### src/rtl/eth_tx_frame_assembler.sv
// Turns one NoC message (routing flit, metadata flit, payload flits) into an Ethernet
// byte stream: 14-byte header followed by the payload, zero-padded to the minimum frame length.
// Metadata flit layout, MSB first: eth_dst[47:0], eth_src[47:0], eth_type[15:0], payload_size[15:0].
module eth_tx_frame_assembler #(
    parameter int DATA_W          = 512,
    parameter int MIN_FRAME_BYTES = 60
) (
    input  logic                            clk,
    input  logic                            rst_n,
    input  logic                            noc_eth_tx_in_val,
    input  logic [DATA_W-1:0]               noc_eth_tx_in_data,
    output logic                            noc_eth_tx_in_rdy,
    output logic                            eth_tx_out_val,
    output logic [DATA_W-1:0]               eth_tx_out_data,
    output logic                            eth_tx_out_last,
    output logic [$clog2(DATA_W/8)-1:0]     eth_tx_out_padbytes,
    input  logic                            eth_tx_out_rdy
);
    localparam int DATA_B  = DATA_W / 8;
    localparam int PAD_W   = $clog2(DATA_B);
    localparam int HDR_B   = 14;
    localparam int HDR_W   = HDR_B * 8;
    localparam int BODY_W  = DATA_W - HDR_W;
    localparam int LEN_W   = 16;
    localparam int OFF_W   = LEN_W + PAD_W;

    typedef enum logic [2:0] {
        ST_HDR, ST_META, ST_EMIT_ONLY, ST_FIRST, ST_BODY, ST_DRAIN
    } state_e;

    state_e              state_q, state_d;
    logic [HDR_W-1:0]    hdr_q, hdr_d;
    logic [LEN_W-1:0]    plen_q, plen_d;
    logic [HDR_W-1:0]    carry_q, carry_d;
    logic [LEN_W-1:0]    beat_q, beat_d;
    logic                run_q, run_d;
    logic                out_val_q, out_val_d;
    logic [DATA_W-1:0]   out_data_q, out_data_d;
    logic                out_last_q, out_last_d;
    logic [PAD_W-1:0]    out_pad_q, out_pad_d;

    logic [LEN_W:0]      frame_len_s, len_s, in_flits_s, out_beats_s;
    logic [PAD_W-1:0]    pad_s;
    logic [OFF_W-1:0]    off_s;
    logic [DATA_W-1:0]   mask_s, beat_data_s;
    logic [LEN_W-1:0]    meta_len_s;
    logic                slot_free_s, in_rdy_s, in_fire_s, load_s, beat_last_s, last_flit_s;

    // Frame sizing and the byte mask that zeroes everything past 14+P in the current beat.
    always_comb begin
        frame_len_s = (LEN_W+1)'(plen_q) + (LEN_W+1)'(HDR_B);
        len_s       = (frame_len_s < (LEN_W+1)'(MIN_FRAME_BYTES)) ? (LEN_W+1)'(MIN_FRAME_BYTES) : frame_len_s;
        in_flits_s  = ((LEN_W+1)'(plen_q) + (LEN_W+1)'(DATA_B-1)) >> PAD_W;
        out_beats_s = (len_s + (LEN_W+1)'(DATA_B-1)) >> PAD_W;
        pad_s       = PAD_W'(0) - len_s[PAD_W-1:0];
        off_s       = {beat_q, {PAD_W{1'b0}}};
        last_flit_s = ((LEN_W+1)'(beat_q) == (in_flits_s - (LEN_W+1)'(1)));
        meta_len_s  = noc_eth_tx_in_data[DATA_W-HDR_W-1 -: LEN_W];
        mask_s      = '0;
        for (int j = 0; j < DATA_B; j++) begin
            mask_s[DATA_W-1-8*j -: 8] = ((off_s + OFF_W'(j)) < OFF_W'(frame_len_s)) ? 8'hFF : 8'h00;
        end
    end

    // Handshake qualifiers; run_q keeps the input closed until the cycle after reset release.
    always_comb begin
        slot_free_s = !out_val_q || eth_tx_out_rdy;
        case (state_q)
            ST_HDR, ST_META:   in_rdy_s = run_q;
            ST_FIRST, ST_BODY: in_rdy_s = run_q && slot_free_s;
            default:           in_rdy_s = 1'b0;
        endcase
        in_fire_s = noc_eth_tx_in_val && in_rdy_s;
    end

    // Next-state, beat assembly and output-register update.
    always_comb begin
        state_d     = state_q;
        hdr_d       = hdr_q;
        plen_d      = plen_q;
        carry_d     = carry_q;
        beat_d      = beat_q;
        run_d       = 1'b1;
        load_s      = 1'b0;
        beat_data_s = '0;
        beat_last_s = 1'b0;
        case (state_q)
            ST_HDR: begin
                if (in_fire_s) state_d = ST_META;
                else           state_d = ST_HDR;
            end
            ST_META: begin
                if (in_fire_s) begin
                    hdr_d   = noc_eth_tx_in_data[DATA_W-1 -: HDR_W];
                    plen_d  = meta_len_s;
                    beat_d  = '0;
                    state_d = (meta_len_s == 16'd0) ? ST_EMIT_ONLY : ST_FIRST;
                end else begin
                    state_d = ST_META;
                end
            end
            ST_EMIT_ONLY: begin
                if (slot_free_s) begin
                    load_s      = 1'b1;
                    beat_data_s = {hdr_q, {BODY_W{1'b0}}};
                    beat_last_s = 1'b1;
                    state_d     = ST_HDR;
                end else begin
                    state_d = ST_EMIT_ONLY;
                end
            end
            ST_FIRST: begin
                if (in_fire_s) begin
                    load_s      = 1'b1;
                    beat_data_s = {hdr_q, noc_eth_tx_in_data[DATA_W-1 -: BODY_W]};
                    carry_d     = noc_eth_tx_in_data[HDR_W-1:0];
                    if (out_beats_s == 17'd1) begin
                        beat_last_s = 1'b1;
                        state_d     = ST_HDR;
                    end else if (in_flits_s == 17'd1) begin
                        state_d = ST_DRAIN;
                    end else begin
                        state_d = ST_BODY;
                    end
                end else begin
                    state_d = ST_FIRST;
                end
            end
            ST_BODY: begin
                if (in_fire_s) begin
                    load_s      = 1'b1;
                    beat_data_s = {carry_q, noc_eth_tx_in_data[DATA_W-1 -: BODY_W]};
                    carry_d     = noc_eth_tx_in_data[HDR_W-1:0];
                    if (last_flit_s && (out_beats_s == in_flits_s)) begin
                        beat_last_s = 1'b1;
                        state_d     = ST_HDR;
                    end else if (last_flit_s) begin
                        state_d = ST_DRAIN;
                    end else begin
                        state_d = ST_BODY;
                    end
                end else begin
                    state_d = ST_BODY;
                end
            end
            ST_DRAIN: begin
                if (slot_free_s) begin
                    load_s      = 1'b1;
                    beat_data_s = {carry_q, {BODY_W{1'b0}}};
                    beat_last_s = 1'b1;
                    state_d     = ST_HDR;
                end else begin
                    state_d = ST_DRAIN;
                end
            end
            default: state_d = ST_HDR;
        endcase

        if (load_s) begin
            out_val_d  = 1'b1;
            out_data_d = beat_data_s & mask_s;
            out_last_d = beat_last_s;
            out_pad_d  = beat_last_s ? pad_s : '0;
            beat_d     = beat_q + 16'd1;
        end else if (eth_tx_out_rdy) begin
            out_val_d  = 1'b0;
            out_data_d = '0;
            out_last_d = 1'b0;
            out_pad_d  = '0;
        end else begin
            out_val_d  = out_val_q;
            out_data_d = out_data_q;
            out_last_d = out_last_q;
            out_pad_d  = out_pad_q;
        end
    end

    // State and output registers.
    always_ff @(posedge clk or negedge rst_n) begin
        if (!rst_n) begin
            state_q    <= ST_HDR;
            hdr_q      <= '0;
            plen_q     <= '0;
            carry_q    <= '0;
            beat_q     <= '0;
            run_q      <= 1'b0;
            out_val_q  <= 1'b0;
            out_data_q <= '0;
            out_last_q <= 1'b0;
            out_pad_q  <= '0;
        end else begin
            state_q    <= state_d;
            hdr_q      <= hdr_d;
            plen_q     <= plen_d;
            carry_q    <= carry_d;
            beat_q     <= beat_d;
            run_q      <= run_d;
            out_val_q  <= out_val_d;
            out_data_q <= out_data_d;
            out_last_q <= out_last_d;
            out_pad_q  <= out_pad_d;
        end
    end

    assign noc_eth_tx_in_rdy   = in_rdy_s;
    assign eth_tx_out_val      = out_val_q;
    assign eth_tx_out_data     = out_data_q;
    assign eth_tx_out_last     = out_last_q;
    assign eth_tx_out_padbytes = out_pad_q;
endmodule

### config.mk
export PLATFORM = sky130hd
export DESIGN_NAME = eth_tx_frame_assembler
export DESIGN_NICKNAME = d
export VERILOG_FILES = /design/src/rtl/eth_tx_frame_assembler.sv
export SDC_FILE = /design/constraint.sdc
export NUM_CORES = 1
export LEC_CHECK = 0
export ABC_AREA = 1
export CAP_MARGIN = 25
export CORE_AREA = 5 5 404 406
export CTS_CLUSTER_SIZE = 24
export DETAILED_ROUTE_END_ITERATION = 6
export DIE_AREA = 0 0 409 411
export DONT_BUFFER_PORTS = 1
export GPL_TIMING_DRIVEN = 0
export PLACE_DENSITY = 0.42
export SYNTH_ARGS = -nofsm -noshare
export SYNTH_HDL_FRONTEND = slang
export SYNTH_SLANG_ARGS = --single-unit
### constraint.sdc
create_clock -name clk -period 3.4 [get_ports clk]
set_input_delay 0.68 -clock clk [delete_from_list [all_inputs] [get_ports clk]]
set_output_delay 0.68 -clock clk [all_outputs]
set_load 0.03 [all_outputs]
After elaboration in Yosys (flattened, before gate mapping)
Cells that the tools add are included.
{ "op_classes": {"addsub": 69, "n_lt_le_gt_ge": 65, "eq_ne": 9, "mux": 102, "n_bitwise": 1, "n_reduce_logical": 16} }
{ "op_table": {"columns": ["op", "count"], "rows": [
  ["512-bit two-way mux", 6],
  ["512-bit case mux with 4 select lines", 1],
  ["22-bit by 17-bit less-than comparator with 1-bit output", 64],
  ["22-bit by 6-bit adder with 22-bit output, second input constant", 32],
  ["512-bit AND", 1],
  ["8-bit two-way mux", 64],
  ["22-bit by 5-bit adder with 22-bit output, second input constant", 16],
  ["22-bit by 4-bit adder with 22-bit output, second input constant", 8],
  ["22-bit by 3-bit adder with 22-bit output, second input constant", 4],
  ["16-bit two-way mux", 3],
  ["22-bit by 2-bit adder with 22-bit output, second input constant", 2],
  ["22-bit by 1-bit adder with 22-bit output, second input constant", 1],
  ["11-bit by 1-bit == test with 1-bit output, second input constant", 2],
  ["6-bit two-way mux", 3],
  ["3-bit case mux with 6 select lines", 1],
  ["16-bit by 4-bit adder with 17-bit output, second input constant", 1],
  ["16-bit by 6-bit adder with 17-bit output, second input constant", 1],
  ["17-bit by 6-bit adder with 17-bit output, second input constant", 1],
  ["16-bit by 17-bit == test with 1-bit output", 1],
  ["17-bit by 6-bit less-than comparator with 1-bit output, second input constant", 1],
  ["17-bit two-way mux", 1],
  ["16-bit by 1-bit adder with 16-bit output, second input constant", 1],
  ["16-bit zero test", 1],
  ["3-bit two-way mux", 5],
  ["17 further kinds", 41]
]} }
{ "word_totals": {"register_bits": 780, "inputBits": 516, "output_inout_bits": 521, "wordCells": 272} }

Depth between registers and ports, before layout
{ "depth": {"depth_word": 11, "mapped_depth": 29, "ltp_nobuf": 28} }

Least setup slack after synthesis
OpenSTA, ideal clock, no wires.
{ "synth_timing": {"path_kind": "register to register", "start": "reg plen_q[1]", "end": "reg out_data_q[16], in the netlist eth_tx_out_data[16]", "setup_ps": 74, "t_arrival_ps": 3238, "required_time_ps": 3326, "setup_slack_ps": 88, "path_stages_with_launch": 22, "path_buffers": 3, "period_less_slack_ps": 3312, "cell_sequence": "dfrtp_1 -> inv_1 -> buf_2 -> ha_1 -> inv_1 -> nor2_1 -> nor2_1 -> nand3_1 -> xor2_1 -> ha_1 -> a21oi_1 -> nor2_1 -> a211oi_1 -> nand2_1 -> nand2_1 -> nand2_2 -> buf_6 -> nor2_8 -> inv_2 -> or2_1 -> buf_4 -> o21ai_2"} }
{ "synth_between": {"elab_chain_len": 5} }
{ "synth_rtl": {"columns": ["item", "line", "rtl"], "rows": [
  ["start, declared", "33", "logic [LEN_W-1:0] plen_q, plen_d;"],
  ["start signal, assigned", "194", "plen_q <= plen_d;"],
  ["16-bit by 4-bit adder with 17-bit output", "51", "frame_len_s = (LEN_W+1)'(plen_q) + (LEN_W+1)'(HDR_B);"],
  ["22-bit by 17-bit less-than comparator with 1-bit output", "61", "mask_s[DATA_W-1-8*j -: 8] = ((off_s + OFF_W'(j)) < OFF_W'(frame_len_s)) ? 8'hFF : 8'h00;"],
  ["8-bit two-way mux", "61", null],
  ["512-bit AND", "161", "out_data_d = beat_data_s & mask_s;"],
  ["512-bit two-way mux", "159", "if (load_s) begin"],
  ["end signal, assigned", "199", "out_data_q <= out_data_d;"],
  ["end, declared", "38", "logic [DATA_W-1:0] out_data_q, out_data_d;"]
]} }
No other way between the ends.
A chain may end at the register's enable or synchronous reset.

Worst setup path after layout
{ "layout_timing": {"start": "reg plen_q[1]", "end": "reg out_pad_q[5], in the netlist eth_tx_out_padbytes[5]"} }
{ "layout_between": {"elab_chain_len": 11, "word_cells_on_any_way": 18, "cone_classes": "5 x add/sub; 1 x order compare; 3 x eq/ne; 8 x mux; 1 x reduce/logical"} }
{ "layout_rtl": {"columns": ["item", "line", "rtl"], "rows": [
  ["16-bit by 4-bit adder with 17-bit output", "51", null],
  ["17-bit by 6-bit less-than comparator with 1-bit output", "52", "len_s = (frame_len_s < (LEN_W+1)'(MIN_FRAME_BYTES)) ? (LEN_W+1)'(MIN_FRAME_BYTES) : frame_len_s;"],
  ["17-bit two-way mux", "52", null],
  ["17-bit by 6-bit adder with 17-bit output", "54", "out_beats_s = (len_s + (LEN_W+1)'(DATA_B-1)) >> PAD_W;"],
  ["11-bit == test", "134", "if (last_flit_s && (out_beats_s == in_flits_s)) begin"],
  ["1-bit logical AND", "134", null],
  ["1-bit two-way mux", "134", null],
  ["1-bit two-way mux", "130", "if (in_fire_s) begin"],
  ["1-bit case mux with 3 select lines", "87", "case (state_q)"],
  ["6-bit two-way mux *", "163", "out_pad_d = beat_last_s ? pad_s : '0;"],
  ["6-bit two-way mux *", "159", null],
  ["end signal, assigned", "201", "out_pad_q <= out_pad_d;"],
  ["end, declared", "40", "logic [PAD_W-1:0] out_pad_q, out_pad_d;"]
]} }
Every way passes the cells marked *; elsewhere a longest branch is shown, timed or not.

==> impl_metrics.env <==
export IMPL_fillers=17228
export IMPL_unique_masters_post_synth=54
export IMPL_drt_drc_violations_left=0
export IMPL_worstReg2RegStart="plen_q[1]$_DFFE_PN0P_"
export IMPL_setup_viol=9
export IMPL_netlist_instances=3711
export IMPL_layout_drive_gt1_share=0.166
export IMPL_async_flop_share=1.00
export IMPL_failed_checks="negative setup slack"
export IMPL_report_final_hold_viol_count=0
export IMPL_worst_path_max_stage_delay_ps=360
export IMPL_global_route_usage_total=0.197
export IMPL_synth_area_um2=33200
export IMPL_worst_r2r_endpoint="eth_tx_out_padbytes[5]$_DFFE_PN0P_"
export IMPL_io_buffer_count=0
export IMPL_relSlewSlack=0.161
export IMPL_hold_slack_ps=61.4
export IMPL_globalRouteOverflowTotal=0
export IMPL_worst_setup_path_start_kind="flip-flop"
export IMPL_layout_area_overhead_vs_synth_pct=28.3
export IMPL_gp_congestion=0.920
export IMPL_hpwl_um=135000
export IMPL_synth_enable_flop_cells=0
export IMPL_skew_ps=53.5
export IMPL_setup_worst_path_end_class="flip-flop"
export IMPL_status="finished, violations left"
export IMPL_grt_start_max_net_pins=781
export IMPL_syn_avg_cell_area_um2=8.95
export IMPL_powerDensity_nw_per_um2=1020
export IMPL_first_iter_violations=2290
export IMPL_number_of_synthesized_register_bits=780
export IMPL_die_area_um2=168000
export IMPL_required_ps=4020
export IMPL_ys_flop_type="sky130_fd_sc_hd__dfrtp_1"
export IMPL_dieWidth_um=409
export IMPL_route_detailed_vias_per_inst=4.61
export IMPL_count_of_cells_along_the_worst_register_to_register_path=28
export IMPL_routedWlPerCell_um=28.3
export IMPL_rsz0062_at_grt="yes"
export IMPL_drt_wl_total_um=173000
export IMPL_grt_pass1_wl_um=235000
export IMPL_min_delay_path_class="input pin to asynchronous set/reset pin"
export IMPL_via_count_of_the_first_global_routing_pass=28364
export IMPL_cts_root_to_sink_buffers=3
export IMPL_detailedPlace_worstSlack_ps=-1530
export IMPL_worst_setup_path_startpoint="plen_q[1]$_DFFE_PN0P_"
export IMPL_power_ir_vdd_worst_uv=696
export IMPL_power_total_uw=43400
export IMPL_die_y_um=411
export IMPL_critical_path_buf_inv_count=5
export IMPL_yosysTopAreaCellShare=0.588
export IMPL_post_synth_main_area_contributors="sky130_fd_sc_hd__dfrtp_1 59%, sky130_fd_sc_hd__nand2_1 16%, sky130_fd_sc_hd__o21ai_0 6.8%"
export IMPL_worst_slack_setup_final_ps=-33.6
export IMPL_initial_utilization=0.208
export IMPL_largest_fanout_on_the_critical_path=6
export IMPL_static_leakage_power_uw=0.0194
export IMPL_floorplan_core_area_um2=159000
export IMPL_timing_final_crit_period_ps=3430
export IMPL_fmax_mhz=291
export IMPL_final_max_slew_violation_count=0
export IMPL_cts_sinks=780
export IMPL_path_depth=28
export IMPL_timing_reg2reg_setup_slack_ps=-30
export IMPL_number_of_buffers_created_by_cts=96
export IMPL_num_nets_final=4466
export IMPL_multi_input_area_um2=13800
export IMPL_num_io_pins=1037
export IMPL_crit_slowest_cell="sky130_fd_sc_hd__dfrtp_2"
export IMPL_clk_transition_reported_paths_ps=60
export IMPL_cts_tree="done"
export IMPL_ys_seq_area_frac=0.588
export IMPL_period_utilization_post_route=1.01
export IMPL_layout_core_utilization=0.267
export IMPL_worst_ep_arrival_time_ps=4050
export IMPL_synthMostInstantiatedCell="sky130_fd_sc_hd__nand2_1"
export IMPL_drt_pass1_iterations=5
export IMPL_critPathKind="flip-flop to flip-flop"
export IMPL_worst_slew_pin_transition_ps=1260
export IMPL_final_antenna_net_count=0
export IMPL_synth_yosys_warnings=0
export IMPL_seq_area_um2=19500
export IMPL_yosys_top_cells_count="1424 x sky130_fd_sc_hd__nand2_1, 780 x sky130_fd_sc_hd__dfrtp_1, 454 x sky130_fd_sc_hd__o21ai_0, 212 x sky130_fd_sc_hd__inv_1, 152 x sky130_fd_sc_hd__clkbuf_1"
export IMPL_num_rows=147
export IMPL_cts_root_buffer="sky130_fd_sc_hd__clkbuf_16"
export IMPL_clk_insertion_delay_late_ps=710
export IMPL_antenna_found_initial=29
export IMPL_yosys_area_top_type="sky130_fd_sc_hd__dfrtp_1"
export IMPL_synthesis_nets=4244
export IMPL_timing_critical_path_max_delay_family="simple AND/OR/NAND/NOR gates"
export IMPL_via_count=28199
export IMPL_max_cap_violations=0
export IMPL_cts_htree_levels=3
-- cell type report --
type                    count  share of cell area
flip-flops and latches    780               0.459
multi-input cells        2520               0.324
repair buffers            124              0.0365
repair inverters            1            0.000176
clock inverters            30             0.00917
clock buffers             143              0.0651
inverters                 218              0.0200
diodes                     19             0.00112
plain buffers             192              0.0239
well taps                2086              0.0613
-- worst max path at each step --
stage | end | slack, ps
after floorplan | eth_tx_out_data[16]$_DFFE_PN0P_ | 90
after global placement | eth_tx_out_data[470]$_DFFE_PN0P_ | -2030
after detailed placement | eth_tx_out_data[408]$_DFFE_PN0P_ | -1530
after CTS | eth_tx_out_padbytes[5]$_DFFE_PN0P_ | -80
after global routing | eth_tx_out_padbytes[5]$_DFFE_PN0P_ | -210
final | eth_tx_out_padbytes[5]$_DFFE_PN0P_ | -30
-- flip-flops by register name, summed over array words and instances (netlist names) --
register	flops
eth_tx_out_data	512
carry_q	112
hdr_q	112
beat_q	16
plen_q	16
eth_tx_out_padbytes	6
state_q	3
eth_tx_out_last	1
eth_tx_out_val	1
run_q	1
-- routing by layer --
metal  GRT usage  share of wire  vias to the layer above  routed length, um
met5           0        0.00016                        -                 28
li1            -              -                    12722                  -
met2       0.333           0.49                     1037              84300
met1       0.243           0.41                    14240              70700
met3      0.0647          0.080                      196              13900
met4      0.0473          0.024                        4               4140
-- power by group --
part	internal (uW)	switching (uW)	leakage [uW]	total, uW
clock	6040	4350	0.00153	10400
sequential	11600	5090	0.0104	16700
combinational	5670	10700	0.00741	16300
total	23300	20100	0.0194	43400
-- layout by cell type, fill, tap and decap left out, types with 20 or more instances in the layout --
master / instances
sky130_fd_sc_hd__nor2_1: 51
sky130_fd_sc_hd__a32o_1: 48
sky130_fd_sc_hd__buf_6: 20
sky130_fd_sc_hd__buf_4: 62
sky130_fd_sc_hd__o31ai_1: 54
sky130_fd_sc_hd__a22oi_1: 88
sky130_fd_sc_hd__a22o_1: 24
sky130_fd_sc_hd__buf_12: 30
sky130_fd_sc_hd__nand3_1: 91
sky130_fd_sc_hd__clkbuf_16: 99
sky130_fd_sc_hd__o21ai_1: 43
sky130_fd_sc_hd__nand2_2: 31
sky130_fd_sc_hd__clkbuf_1: 119
sky130_fd_sc_hd__nor2_4: 20
sky130_fd_sc_hd__nand2_4: 24
sky130_fd_sc_hd__dfrtp_1: 772
sky130_fd_sc_hd__inv_1: 200
sky130_fd_sc_hd__clkbuf_2: 49
sky130_fd_sc_hd__o21ai_0: 360
sky130_fd_sc_hd__nand4_1: 21
sky130_fd_sc_hd__o21ai_2: 68
sky130_fd_sc_hd__nand2_1: 1373
sky130_fd_sc_hd__nand3_2: 21
-- what timing repair did --
| action | CTS | global route |
|---|---|---|
| hold endpoints to repair | 787 | 17 |
| hold buffers | 7 | 1 |
| pin swaps | 50 | 75 |
| gates cloned | 1 | 0 |
| buffers inserted | 61 | 26 |
| resized for setup | 287 | 315 |
| setup endpoints to repair | 779 | 658 |
-- cell families (layout without fill, tap and decap cells) --
family / Yosys count / count (layout) / synth area share
and+or+nand+nor: 1691 / 1691 / 0.202
AOI/OAI and AO/OA: 780 / 780 / 0.146
DFF: 780 / 780 / 0.588
buffers and inverters: 411 / 708 / 0.0484
xor gates and xnor gates: 30 / 30 / 0.00874
adders and majority gates: 17 / 17 / 0.00641
other: 1 / 20 / 0.000113
muxes: 1 / 1 / 0.000302
-- metrics by stage --
stage / setup TNS, ps / cell area, um^2 / std cells
after floorplan: 0 / 33200 / 3711
after global placement: -1050960 / 35800 / 5797
after detailed placement: -794100 / 36300 / 5825
after CTS: -365 / 41200 / 6066
after global routing: -24420 / 42600 / 6100
final: -124 / 42600 / 6113
No activity file was read; power rests on OpenSTA's default activity.
